[src/rtl/stat_rmw_ctrl.sv]
// stat_rmw_ctrl: read-modify-write sequencer for the icache status register file.
// Serialises flush/fill/invalidate/touch onto the single status-file port under freeze back-pressure.
module stat_rmw_ctrl #(
  parameter int ADDR_WIDTH = 3
) (
  input  logic                  clk,
  input  logic                  arst,
  input  logic                  i_flush_req,
  input  logic                  i_fill_req,
  input  logic [ADDR_WIDTH-1:0] i_fill_addr,
  input  logic                  i_inv_req,
  input  logic [ADDR_WIDTH-1:0] i_inv_addr,
  input  logic                  i_touch_req,
  input  logic [ADDR_WIDTH-1:0] i_touch_addr,
  output logic                  o_flush_done,
  output logic                  o_fill_ack,
  output logic                  o_inv_ack,
  output logic                  o_touch_ack,
  output logic                  o_busy,
  output logic [ADDR_WIDTH-1:0] o_srf_addr,
  output logic                  o_srf_use,
  output logic                  o_srf_block_valid,
  output logic                  o_srf_spare_bit,
  output logic                  o_srf_wen,
  output logic                  o_srf_valid,
  input  logic                  i_srf_use,
  input  logic                  i_srf_block_valid,
  input  logic                  i_srf_spare_bit,
  input  logic                  i_srf_valid,
  input  logic                  i_srf_freeze
);
  typedef enum logic [2:0] {S_IDLE, S_RD, S_RWAIT, S_WR, S_ACK, S_FLUSH, S_FDONE} state_t;
  typedef enum logic [1:0] {OP_FILL, OP_INV, OP_TOUCH} op_t;
  state_t                r_state, w_next;
  op_t                   r_op;
  logic [ADDR_WIDTH-1:0] r_addr, r_ptr;
  logic                  r_rd_valid, r_rd_spare;
  logic                  w_unused_use;
  // Every op overwrites the use bit, so the read-back use bit is never needed.
  assign w_unused_use = i_srf_use;
  always_ff @(posedge clk or posedge arst)
    if (arst) r_state <= S_IDLE;
    else r_state <= w_next;
  always_ff @(posedge clk or posedge arst) begin
    if (arst) begin
      r_op       <= OP_FILL;
      r_addr     <= '0;
      r_ptr      <= '0;
      r_rd_valid <= 1'b0;
      r_rd_spare <= 1'b0;
    end else begin
      if (r_state == S_IDLE) begin
        if (i_flush_req) r_ptr <= '0;
        else if (i_fill_req) begin
          r_op   <= OP_FILL;
          r_addr <= i_fill_addr;
        end else if (i_inv_req) begin
          r_op   <= OP_INV;
          r_addr <= i_inv_addr;
        end else if (i_touch_req) begin
          r_op   <= OP_TOUCH;
          r_addr <= i_touch_addr;
        end
      end
      if (r_state == S_RWAIT && i_srf_valid) begin
        r_rd_valid <= i_srf_block_valid;
        r_rd_spare <= i_srf_spare_bit;
      end
      if (r_state == S_FLUSH && !i_srf_freeze) r_ptr <= r_ptr + 1'b1;
    end
  end
  // Outputs decode from registered state only, so they stay frozen while the file stalls.
  always_comb begin
    w_next            = r_state;
    o_busy            = r_state != S_IDLE;
    o_srf_valid       = 1'b0;
    o_srf_wen         = 1'b0;
    o_srf_addr        = '0;
    o_srf_use         = 1'b0;
    o_srf_block_valid = 1'b0;
    o_srf_spare_bit   = 1'b0;
    o_fill_ack        = 1'b0;
    o_inv_ack         = 1'b0;
    o_touch_ack       = 1'b0;
    o_flush_done      = 1'b0;
    case (r_state)
      S_IDLE: w_next = i_flush_req ? S_FLUSH : (i_fill_req || i_inv_req || i_touch_req) ? S_RD : S_IDLE;
      S_RD: begin
        o_srf_valid = 1'b1;
        o_srf_addr  = r_addr;
        w_next      = i_srf_freeze ? S_RD : S_RWAIT;
      end
      S_RWAIT: w_next = i_srf_valid ? S_WR : S_RWAIT;
      S_WR: begin
        o_srf_valid       = 1'b1;
        o_srf_wen         = 1'b1;
        o_srf_addr        = r_addr;
        o_srf_use         = r_op != OP_INV;
        o_srf_block_valid = r_op == OP_FILL || (r_op == OP_TOUCH && r_rd_valid);
        o_srf_spare_bit   = r_rd_spare;
        w_next            = i_srf_freeze ? S_WR : S_ACK;
      end
      S_ACK: begin
        o_fill_ack  = r_op == OP_FILL;
        o_inv_ack   = r_op == OP_INV;
        o_touch_ack = r_op == OP_TOUCH;
        w_next      = S_IDLE;
      end
      S_FLUSH: begin
        o_srf_valid = 1'b1;
        o_srf_wen   = 1'b1;
        o_srf_addr  = r_ptr;
        w_next      = (!i_srf_freeze && &r_ptr) ? S_FDONE : S_FLUSH;
      end
      S_FDONE: begin
        o_flush_done = 1'b1;
        w_next       = S_IDLE;
      end
      default: w_next = S_IDLE;
    endcase
  end
endmodule

[config.mk]
export PLATFORM = sky130hd
export DESIGN_NAME = stat_rmw_ctrl
export DESIGN_NICKNAME = d
export VERILOG_FILES = /design/src/rtl/stat_rmw_ctrl.sv
export SDC_FILE = /design/constraint.sdc
export NUM_CORES = 1
export LEC_CHECK = 0
export ABC_AREA = 1
export BUFFER_PORTS_ARGS = -buffer_cell sky130_fd_sc_hd__buf_4
export CAP_MARGIN = 30
export CORE_AREA = 4 4 45 55
export DETAILED_ROUTE_END_ITERATION = 10
export DIE_AREA = 0 0 49 59
export PLACE_DENSITY_LB_ADDON = 0.2
export SLEW_MARGIN = 25
export SYNTH_ARGS = -nofsm -noshare
export SYNTH_HDL_FRONTEND = slang
export SYNTH_SLANG_ARGS = --single-unit
[constraint.sdc]
create_clock -name clk -period 1.4 [get_ports clk]
set_input_delay 0.14 -clock clk [delete_from_list [all_inputs] [get_ports clk]]
set_output_delay 0.14 -clock clk [all_outputs]
set_load 0.05 [all_outputs]
==> metrics.cfg <==
[pwr]
clkPwrFrac_pct = 7.9
p_int_uw = 1470
ir_drop_mv = 1.22
p_leak_uw = 0.000779
p_total_uw = 3030
seq_power_share_pct = 23.9
powerDensity_nw_per_um2 = 2080
switching_share_pct = 51.3
power_switching_uw = 1550
share_comb_of_total_power_pct = 68.2

[synth]
syn_inst = 126
seq_area_frac_synth_pct = 36.4
syn_nets = 148
synth-edff-count = 0
synth_ff_type = dfrtp_1
synth-adder-area-share_pct = 2.80
synth.cell_area_sq_um = 893
synth-simple-area-share_pct = 49.2
synth-seq-cells = 13
syn_area_per_cell_sq_um = 7.09
ys_async_sr_fraction_pct = 100
synth_mux_area_share_pct = 0
synth_xor_area_share_pct = 0
yosys_warnings = 0
synth_cell_types = 23
synth_top_family_by_area = simple AND/OR/NAND/NOR gates
synth-compound-area-share_pct = 3.64

[worst_setup_path]
rr_startpoint = r_state[0]
startpoint_type = flop
cp_slowest_cell = dfrtp_2
cp.required_ns = 1.26
arrival_ns = 1.35
max_stage_delay_ns = 0.48
path_class = flop to output port
worstSetupEndpointType = output port
r2r-end = r_ptr[1]
crit_fanout = 5
cp_cell_sequence = inv_2 > nand3_2 > nor3_2 > buf_6
r2r_cells = 8
regToRegSetupSlack_ns = 0.11

[flow_run]
cap_violations = 0

[min_path]
min_path_type = input port to flop
holdPathStages = 3
min_from = i_srf_spare_bit
whs_endpoint = r_rd_spare

[die]
die-area_sq_um = 2890
die_w_microns = 49
die_h_microns = 59
core-area_sq_um = 1980
rows = 18
start_util_pct = 45.1
io_pins = 33

[placed_design]
pre_cts_ws_ns = 0.0618
place_congestion = 0.853
port-buffer-count = 31
dp.final_hpwl_microns = 1880

[global_routing]
busiest_layer = met2
grtUsageMet3_pct = 3.78
gr-total-overflow = 0
antenna_found_initial = 0
grt_usage_pct = 19.2
grt_pass1_wl_microns = 4350
grt_pass1_vias = 1026
grt_util_met2_pct = 37.1
met1_usage_pct = 20.5
grt_max_degree = 14

[layout]
finalCoreUtilization_pct = 73.4
syn_to_final_growth_pct = 62.9
fill_cells = 166
finalNetCount = 200
multi_input_area_sq_um = 582
drive_above_1_share_pct = 48.0
regArea_sq_um = 330
antennaDiodeCount = 0

[routing]
num_vias = 1021
remaining_drc_errors = 0
drt-initial-drc-count = 22
drt_pass1_iterations = 4
wl_microns = 2670
wire_per_inst_microns = 13.6
vias_per_cell = 5.18
antenna_left = 0

[sta]
fmax_mhz = 670
hold_viol = 0
setup_viol = 13
fin_skew_ns = 0.00925
rsz0062_at_grt = yes
setup_ws_ns = -0.0930
timing.final.crit_period_ns = 1.49
worst_pin_slew_ns = 0.526
relSlewSlack_pct = 64.9
final.period_utilization_pct = 107
slew_viol_final = 0
worst_hold_slack_ns = 0.0757

[clock_network]
cts_sinks = 13
cts-root-buf = clkbuf_4
cts_max_level = 1
cts_tree = built
numCtsBuffers = 3
clockBufferDepth = 2
clk_pin_slew_worst_paths_ns = 0.09
clk_latency_ns = 0.28

[run_status]
run_status = finished with violations
violations = setup timing

[state kept, by name (all words and copies together) (netlist names)]
register,flops
r_addr,3
r_ptr,3
r_op,2
r_rd_valid,1
r_rd_spare,1
r_state,3
[metal layers]
| metal | vias to the layer above | share of wire, % |
|---|---|---|
| met3 | 6 | 5.4 |
| li1 | 507 | - |
| met2 | 32 | 55 |
| met4 | 0 | 1.9 |
| met5 | - | 0 |
| met1 | 476 | 38 |
[power groups by stage]
stage                     combinational [uW]  clock [uW]  sequential [uW]
after floorplan                         1170           0              654
after global placement                  1500           0              701
after detailed placement                1530           0              717
after CTS                               1850         243              702
after global routing                    2220         266              742
final                                   2060         240              725
[synth_stat cells, types with 2 or more instances]
cell type | instances | area share [%]
dfrtp_1 | 13 | 36
nand2_2 | 2 | 1.4
inv_1 | 11 | 4.6
nand2_4 | 2 | 2.5
a21oi_1 | 3 | 1.7
nor3_1 | 3 | 1.7
nand3_1 | 18 | 10
nand4_1 | 4 | 2.8
nand2_1 | 43 | 18
nand3_2 | 2 | 2.2
inv_2 | 3 | 1.3
ha_1 | 2 | 2.8
nor2_1 | 10 | 4.2
[logic make-up (layout without fill, tap and decap cells)]
logic type | count (synthesis) | after routing
AO/OA/AOI/OAI | 6 | 6
adder cells (fa/ha/maj) | 2 | 2
buffers and inverters | 17 | 68
flip-flops | 13 | 13
AND/OR/NAND/NOR | 88 | 88
[what timing repair did]
action | 4_1_cts | 5_1_grt
resized for setup | 18 | 17
buffers inserted | 10 | 4
hold buffers | 1 | 0
pin swaps | 4 | 6
setup endpoints to repair | 13 | 13
hold endpoints to repair | 13 | 0
[layout make-up]
cell class,count,area share [%]
clock buffer,4,1.81
tap,20,1.72
sequential,13,22.7
inverter,16,4.73
multi-input combinational,96,40.0
timing repair buffer,48,29.1
[how the worst max path moves through the flow]
| stage | startpoint | to | slack, ns | cells after the start |
|---|---|---|---|---|
| 2_1_floorplan | r_state[0] | o_fill_ack | -0.15 | 3 |
| 3_3_place_gp | r_state[2] | o_srf_use | 0.12 | 4 |
| 3_5_place_dp | r_state[2] | o_srf_use | 0.06 | 4 |
| 4_1_cts | r_state[0] | o_fill_ack | -0.09 | 4 |
| 5_1_grt | r_state[0] | o_fill_ack | -0.17 | 4 |
| 6_report | r_state[0] | o_touch_ack | -0.09 | 4 |
[metrics by stage]
| step | instances | cell area [sq um] | setup TNS [ns] |
|---|---|---|---|
| after detailed placement | 178 | 1190 | 0 |
| after floorplan | 126 | 930 | -0.305 |
| final | 197 | 1460 | -0.633 |
| after CTS | 193 | 1370 | -0.523 |
| after global placement | 178 | 1190 | 0 |
| after global routing | 197 | 1460 | -1.51 |
[cells in the final DEF (no fill, tap or decap), drive strengths merged]
master and instances:
nor2 13, clkinv 2, nand2 47, clkbuf 4
inv 14, dfrtp 13, nand4 4, o211ai 1
nor3 3, dlygate4sd3 1, ha 2, buf 47
a21oi 3, o21ai 2, nand3 21
[critical path: cells and delay by family, from the launching register on]
| kind | cells | cell delay, ns |
|---|---|---|
| flip-flops | 1 | 0.48 |
| AND/OR/NAND/NOR | 2 | 0.30 |
| buffers and inverters | 2 | 0.28 |
No activity file was read; power rests on OpenSTA's default activity.
